<file path="config.mk">
export PLATFORM = sky130hd
export DESIGN_NAME = ibus_dbus_arbiter
export DESIGN_NICKNAME = d
export VERILOG_FILES = /design/src/rtl/ibus_dbus_arbiter_pkg.sv /design/src/rtl/ibus_dbus_arbiter_arb_pick.sv /design/src/rtl/ibus_dbus_arbiter.sv
export SDC_FILE = /design/constraint.sdc
export NUM_CORES = 1
export LEC_CHECK = 0
export ABC_AREA = 1
export ABC_CLOCK_PERIOD_IN_PS = 1300
export BUFFER_PORTS_ARGS = -buffer_cell sky130_fd_sc_hd__buf_2
export CAP_MARGIN = 20
export CORE_AREA = 4 4 196 198
export DETAILED_ROUTE_END_ITERATION = 10
export DIE_AREA = 0 0 200 202
export MAX_ROUTING_LAYER = met4
export SETUP_SLACK_MARGIN = 0.5
export SYNTH_ARGS = -nofsm -noshare
export SYNTH_HDL_FRONTEND = slang
export SYNTH_SLANG_ARGS = --single-unit
</file>
<file path="constraint.sdc">
create_clock -name clk -period 1.3 [get_ports clk]
set_input_delay 0.13 -clock clk [delete_from_list [all_inputs] [get_ports clk]]
set_output_delay 0.13 -clock clk [all_outputs]
set_load 0.05 [all_outputs]
</file>
<file path="src/rtl/ibus_dbus_arbiter_pkg.sv">
// Shared types for the ibus/dbus memory-port arbiter.
//   - ibus/dbus request and response structs, msize_t
//   - arb_state_t : IDLE / BUSY_ADDR / BUSY_DATA
//   - owner_t     : OWN_I / OWN_D
package ibus_dbus_arbiter_pkg;

    localparam int unsigned PKG_ADDR_W = 64;
    localparam int unsigned PKG_DATA_W = 64;

    typedef enum logic [2:0] {
        MSIZE1 = 3'd0,
        MSIZE2 = 3'd1,
        MSIZE4 = 3'd2,
        MSIZE8 = 3'd3
    } msize_t;

    typedef struct packed {
        logic                  valid;
        logic [PKG_ADDR_W-1:0] addr;
    } ibus_req_t;

    typedef struct packed {
        logic        addr_ok;
        logic        data_ok;
        logic [31:0] data;
    } ibus_resp_t;

    typedef struct packed {
        logic                    valid;
        logic [PKG_ADDR_W-1:0]   addr;
        msize_t                  size;
        logic [PKG_DATA_W/8-1:0] strobe;
        logic [PKG_DATA_W-1:0]   data;
    } dbus_req_t;

    typedef struct packed {
        logic                  addr_ok;
        logic                  data_ok;
        logic [PKG_DATA_W-1:0] data;
    } dbus_resp_t;

    typedef logic [1:0] arb_state_t;
    localparam arb_state_t IDLE      = 2'd0;
    localparam arb_state_t BUSY_ADDR = 2'd1;
    localparam arb_state_t BUSY_DATA = 2'd2;

    typedef logic owner_t;
    localparam owner_t OWN_I = 1'b0;
    localparam owner_t OWN_D = 1'b1;

endpackage

</file>
<file path="src/rtl/ibus_dbus_arbiter_arb_pick.sv">
// Combinational winner select between ibus and dbus.
// Ports:
//   i_ivalid, i_dvalid : requester valids
//   i_last_owner       : requester served by the last completed transaction
//   o_winner           : selected requester (meaningful only when o_any)
//   o_any              : at least one requester valid
// Macro ARB_ROUND_ROBIN_EN: ties go to the requester that was not served last;
// otherwise dbus always wins ties.
module arb_pick
    import ibus_dbus_arbiter_pkg::*;
(
    input  logic   i_ivalid,
    input  logic   i_dvalid,
    input  owner_t i_last_owner,
    output owner_t o_winner,
    output logic   o_any
);

    always_comb begin
        o_any    = i_ivalid | i_dvalid;
        o_winner = OWN_I;
        if (i_ivalid && i_dvalid) begin
`ifdef ARB_ROUND_ROBIN_EN
            o_winner = (i_last_owner == OWN_I) ? OWN_D : OWN_I;
`else
            o_winner = OWN_D;
`endif
        end else if (i_dvalid) begin
            o_winner = OWN_D;
        end
    end

`ifndef ARB_ROUND_ROBIN_EN
    // Fixed priority ignores history.
    logic w_unused_last_owner;
    assign w_unused_last_owner = i_last_owner;
`endif

endmodule

</file>
<file path="src/rtl/ibus_dbus_arbiter.sv">
// Shares one memory port between the instruction bus and the data bus.
// A granted transaction is held to completion (address phase, then data phase);
// responses go only to the owner. Zero-latency memory completes in the grant cycle.
// Ports:
//   clk, reset (async, active-low)
//   ireq/iresp, dreq/dresp : core-side request/response structs
//   mreq_*                 : memory request (valid, addr, size, strobe, data)
//   mresp_*                : memory response (addr_ok, data_ok, data)
// Macro ARB_ROUND_ROBIN_EN (consulted in arb_pick only) selects round-robin ties.
module ibus_dbus_arbiter
    import ibus_dbus_arbiter_pkg::*;
#(
    parameter int ADDR_W = 64,
    parameter int DATA_W = 64
) (
    input  logic                clk,
    input  logic                reset,
    input  ibus_req_t           ireq,
    output ibus_resp_t          iresp,
    input  dbus_req_t           dreq,
    output dbus_resp_t          dresp,
    output logic                mreq_valid,
    output logic [ADDR_W-1:0]   mreq_addr,
    output msize_t              mreq_size,
    output logic [DATA_W/8-1:0] mreq_strobe,
    output logic [DATA_W-1:0]   mreq_data,
    input  logic                mresp_addr_ok,
    input  logic                mresp_data_ok,
    input  logic [DATA_W-1:0]   mresp_data
);

    localparam int STRB_W = DATA_W / 8;

    arb_state_t r_state, w_state_nxt;
    owner_t     r_owner, w_owner_nxt;
    owner_t     r_last_owner, w_last_nxt;

    owner_t w_winner;
    owner_t w_sel;
    logic   w_any;
    logic   w_addr_phase;
    logic   w_data_phase;
    logic   w_complete;
    logic   w_sel_valid;

    arb_pick u_arb_pick (
        .i_ivalid     (ireq.valid),
        .i_dvalid     (dreq.valid),
        .i_last_owner (r_last_owner),
        .o_winner     (w_winner),
        .o_any        (w_any)
    );

    // Phases are gated by reset so that all outputs are quiet while it is held.
    always_comb begin
        w_sel        = (r_state == IDLE) ? w_winner : r_owner;
        w_addr_phase = reset && ((r_state == IDLE && w_any) || r_state == BUSY_ADDR);
        w_data_phase = reset && (r_state == BUSY_DATA);
        w_complete   = (w_addr_phase && mresp_addr_ok && mresp_data_ok) ||
                       (w_data_phase && mresp_data_ok);
        w_sel_valid  = (w_sel == OWN_D) ? dreq.valid : ireq.valid;
    end

    always_comb begin
        mreq_valid  = 1'b0;
        mreq_addr   = '0;
        mreq_size   = MSIZE1;
        mreq_strobe = '0;
        mreq_data   = '0;
        if (w_addr_phase) begin
            mreq_valid = 1'b1;
            if (w_sel == OWN_D) begin
                mreq_addr   = ADDR_W'(dreq.addr);
                mreq_size   = dreq.size;
                mreq_strobe = STRB_W'(dreq.strobe);
                mreq_data   = DATA_W'(dreq.data);
            end else begin
                mreq_addr = ADDR_W'(ireq.addr);
                mreq_size = MSIZE4;
            end
        end
    end

    // A requester that dropped valid mid-transaction gets nothing back.
    always_comb begin
        iresp = '0;
        dresp = '0;
        if (w_sel_valid) begin
            if (w_sel == OWN_D) begin
                dresp.addr_ok = w_addr_phase & mresp_addr_ok;
                dresp.data_ok = w_complete;
                dresp.data    = w_complete ? PKG_DATA_W'(mresp_data) : '0;
            end else begin
                iresp.addr_ok = w_addr_phase & mresp_addr_ok;
                iresp.data_ok = w_complete;
                iresp.data    = w_complete ? mresp_data[31:0] : '0;
            end
        end
    end

    always_comb begin
        w_state_nxt = r_state;
        w_owner_nxt = r_owner;
        w_last_nxt  = r_last_owner;
        case (r_state)
            IDLE, BUSY_ADDR: begin
                if (w_addr_phase) begin
                    if (mresp_addr_ok && mresp_data_ok) begin
                        w_state_nxt = IDLE;
                        w_last_nxt  = w_sel;
                    end else if (mresp_addr_ok) begin
                        w_state_nxt = BUSY_DATA;
                        w_owner_nxt = w_sel;
                    end else begin
                        w_state_nxt = BUSY_ADDR;
                        w_owner_nxt = w_sel;
                    end
                end
            end
            BUSY_DATA: begin
                if (mresp_data_ok) begin
                    w_state_nxt = IDLE;
                    w_last_nxt  = r_owner;
                end
            end
            default: w_state_nxt = IDLE;
        endcase
    end

    always_ff @(posedge clk or negedge reset) begin
        if (!reset) begin
            r_state      <= IDLE;
            r_owner      <= OWN_I;
            r_last_owner <= OWN_I;
        end else begin
            r_state      <= w_state_nxt;
            r_owner      <= w_owner_nxt;
            r_last_owner <= w_last_nxt;
        end
    end

endmodule

</file>
# Word-level counts from Yosys, hierarchy flattened

Cells that the tools add are included.

Register bits after elaboration: 3
Output and inout bits: 240
Logic and storage cells: 47

Eq/ne operators: 4
Multiplexer cells: 24
Bitwise gates (word level): 3
Reduce and logical (&&, ||, !) cells: 14

Operators with widths:

| cell                                                             | number |
|---|---|
| 64-bit two-way mux                                               | 5 |
| 66-bit two-way mux                                               | 2 |
| 34-bit two-way mux                                               | 2 |
| 32-bit two-way mux                                               | 1 |
| 8-bit two-way mux                                                | 2 |
| 1-bit logical AND                                                | 8 |
| 2-bit two-way mux                                                | 4 |
| 3-bit two-way mux                                                | 2 |
| 1-bit two-way mux                                                | 5 |
| 2-bit != test (second input constant)                            | 2 |
| 2-bit one-hot mux with 2 select lines                            | 1 |
| 3-bit AND reduction                                              | 1 |
| 2-bit by 1-bit == test with 1-bit output (second input constant) | 1 |
| 2-bit == test (second input constant)                            | 1 |
| 2-bit logical NOT                                                | 1 |
| 1-bit logical OR                                                 | 2 |
| 2-bit AND reduction                                              | 1 |
| 2-bit OR reduction                                               | 1 |
| 1-bit bitwise AND                                                | 1 |
| 1-bit inverter                                                   | 1 |
| 1-bit bitwise OR                                                 | 1 |

# Logic depth before layout (Yosys ltp)

Depth after elaboration: 10
Mapped depth: 8
Mapped depth without buffers: 6

# Modules after synthesis

A second synthesis with hierarchy kept.

Cells, all modules: 604
Area, all modules: 3015.4 µm²

Modules (own cells, without submodules):

| module            | times used | cells an instance | area an instance (µm²) | seq. area each (µm²) |
|---|---|---|---|---|
| ibus_dbus_arbiter | 1          | 600               | 3000.4                 | 100.1 |
| arb_pick          | 1          | 4                 | 15.0                   | 0.0 |

# Worst setup path after synthesis

No wires, ideal clock.

Kind: reg2out
Start point: register r_state[1]
End point: output port iresp[33] (netlist name)
Arrival: 2105 ps
Path slack: -935 ps
Stages on the path, launching flop included: 6
Buffers on the path: 2
Path through: dfrtp_1 > o21ai_0 > nand2_2 > buf_6 > buf_2 > nor3_1

RTL lines:

| element                | RTL line                 | text |
|---|---|---|
| start, declared        | ibus_dbus_arbiter.sv:34  | `arb_state_t r_state, w_state_nxt;` |
| start signal, assigned | ibus_dbus_arbiter.sv:136 | `r_state <= w_state_nxt;` |
| end, declared          | ibus_dbus_arbiter.sv:19  | `output ibus_resp_t iresp,` |

# Worst setup path after layout

Start point: register r_state[1]
End point: output port mreq_addr[60]

Cells in the longest elaborated chain, start to end: 5
Elaborated cells on any way between the ends: 8
Classes of those cells: 1 x eq/ne; 3 x mux; 4 x reduce/logical

Ends and longest elaborated chain:

| element              | RTL line                | text |
|---|---|---|
| 2-bit logical NOT    | n/a                     |  |
| 1-bit logical AND    | ibus_dbus_arbiter.sv:57 | `w_addr_phase = reset && ((r_state == IDLE && w_any) \|\| r_state == BUSY_ADDR);` |
| 1-bit logical OR     | ibus_dbus_arbiter.sv:57 |  |
| 1-bit logical AND    | ibus_dbus_arbiter.sv:57 |  |
| 64-bit two-way mux * | ibus_dbus_arbiter.sv:70 | `if (w_addr_phase) begin` |
| end, declared        | ibus_dbus_arbiter.sv:23 | `output logic [ADDR_W-1:0] mreq_addr,` |

Every way passes the cells marked *; elsewhere a longest branch is shown, timed or not.

==> flow_summary.json <==
{
  "holdPathStages": 3,
  "met3_usage_pct": 1.267,
  "reg2reg_depth": 8,
  "fin_cells": 1664,
  "max-clock-path-buffers": 2,
  "grt_pass1_wl_um": 30610,
  "top_usage_layer": "met2",
  "ir_worst_vdd_mv": 0.5805,
  "core-area_mm2": 0.03652,
  "p_per_area_mw_per_mm2": 952.4,
  "totalWireLength_um": 26990,
  "grt_start_max_net_pins": 67,
  "finalCriticalPeriod_ps": 2026,
  "tritoncts.num_buffers": 3,
  "rows": 70,
  "via_count": 6294,
  "arrival_ps": 1900,
  "status": "finished, violations left",
  "final_util_pct": 30.07,
  "drt-initial-drc-count": 165,
  "syn_nets": 860,
  "post-dp-hpwl_um": 18100,
  "path_clk_slew_ps": 30,
  "clkSinkCount": 3,
  "grtUsageTotal_pct": 9.845,
  "yosysWarnings": 0,
  "grt_setup_unrepaired": "true",
  "io_pins": 513,
  "die_y_um": 202,
  "dp.cells": 1611,
  "netlist_area_mm2": 0.002960,
  "grt_util_met1_pct": 9.872,
  "crit_required_ps": 1170,
  "power_uw": 10460,
  "worst_slack_ps": -726.0,
  "whs_ps": 305.8,
  "setup_viol": 242,
  "met2_usage_pct": 19.81,
  "critPathMaxFanout": 17,
  "hold_viol": 0,
  "layout.nets": 1467,
  "ys_seq_area_share_pct": 2.536,
  "wl_per_cell_um": 16.22,
  "finClkSkew_ps": 1.356,
  "grt_pass1_vias": 5729,
  "crit_path_start_kind": "register",
  "fin_crit_sh_pct": 155.8,
  "clk_latency_ps": 220,
  "synthDistinctLibCells": 22,
  "cellLeakagePower_uw": 0.005079,
  "yosys_register_bits": 3,
  "viasPerCell": 3.782,
  "crit_type": "register to output port",
  "io_buffer_count": 512,
  "cap_violations": 0,
  "synthesis.instances": 587,
  "route.detailed.drc": 0,
  "tightest_slew_ps": 263.4,
  "antenna_found_initial": 7,
  "drv_slew": 0,
  "postRouteAntennaNets": 0,
  "gp_congestion": 0.8778,
  "dieArea_mm2": 0.04040,
  "cp-end-kind": "output port",
  "die_x_um": 200,
  "min_path_type": "input pin to register",
  "cts_max_level": 1,
  "drt_pass1_iterations": 7,
  "area_delta_synth_final_pct": 271.0,
  "syn-mean-instance-area_um2": 5.043,
  "violations": "negative setup slack",
  "cts_root_buf": "clkbuf_16",
  "initial_core_util_pct": 8.106,
  "grt_overflow": 0,
  "cts_tree": "yes",
  "layout-drive-gt1-share_pct": 77.28,
  "slew_headroom_pct": 82.25,
  "max_freq_ghz": 0.4936
}
[worst paths after layout]
kind,start,slack (ps),endpoint
max,r_state[1],-730,mreq_addr[60]
min,mresp_data_ok,310,r_state[1]
max reg2reg,r_state[1],-260,r_owner
min reg2reg,r_owner,710,r_owner
max in group asynchronous,reset,750,r_state[1]
min in group asynchronous,reset,380,r_owner
[Yosys cell counts]
cell      instances  area (um^2)
buf_4             8        60.06
buf_12            5        100.1
buf_6             6        67.56
clkbuf_1         10        37.54
a21oi_1           3        15.01
dfrtp_1           3        75.07
inv_2             2        7.510
nand2_4           1        11.26
buf_2            18        90.09
nand2_2           2        12.51
nor2_2            2        12.51
o21ai_0          62        310.3
nand2_1          78        292.8
inv_1            73        274.0
nand3_2           1        10.01
nor2_4           49        551.8
nand3_4           2        35.03
nor2_1          253        949.7
o21bai_1          1        7.510
o21ai_1           5        25.02
nand3_1           1        5.000
nor3_1            2        10.01
[layout by cell type, fill, tap and decap left out, types with 18 or more instances in the layout]
cell       instances
o21ai_1           26
buf_6            142
buf_8             72
buf_12            34
nand2_1           68
buf_2            272
o21ai_2           18
nor2_4           203
o21ai_0           21
inv_1             70
buf_4             95
nor2_2            22
nor2_1            79
clkbuf_16         24
[per-stage QoR]
step | instance area (um^2) | worst slack (ps) | TNS (ps)
floorplan | 4069 | -552.9 | -75030
global placement | 7900 | -596.1 | -116130
detailed placement | 7900 | -625.6 | -120760
CTS | 8962 | -692.2 | -144210
global route | 10980 | -770.3 | -158210
finish | 10980 | -726.0 | -141480
[cell type report]
class                   count  area [um^2]
well taps                 468        585.6
clock buffers               4        78.83
inverters                  75        319.1
fillers                  3708        25540
multi-input cells         462         3633
diodes                      3        7.507
flip-flops and latches      3        77.57
repair buffers            649         6281
[worst max-delay path: stages, from the launching register on]
cell	delay, ps
dfrtp_2	440
nor2_4	150
buf_4	130
nand2_4	80
clkinv_8	110
clkbuf_16	200
o21ai_0	140
buf_4	170
nor2_4	70
buf_6	160
[timing repair]
action / CTS / global route
setup endpoints to repair: 243 / 243
resized for setup: 274 / 465
hold endpoints to repair: 3 / 0
cloned: 5 / 27
pin swaps: 4 / 7
hold buffers: 1 / 0
setup buffers: 4 / 9
[registers in the layout, summed over array words and instances, names as in the netlist]
signal   cells
r_state      2
r_owner      1
[where the power goes]
part | switching, uW | internal, uW
Clock | 81.8 | 404
Combinational | 5720 | 4110
Sequential | 27.6 | 117
Total | 5830 | 4630
[logic make-up after synthesis]
family,share of synthesized area (%)
simple gates,63.86
flops,2.536
compound gates,12.09
buf+inv,21.51
[routing by layer]
metal  vias to the layer above  share of wire, %
met1                      2918                34
met4                         0               2.8
met3                        47               7.4
met5                         -                 0
li1                       2956                 -
met2                       373                56
Power figures use the tool's default switching activity.
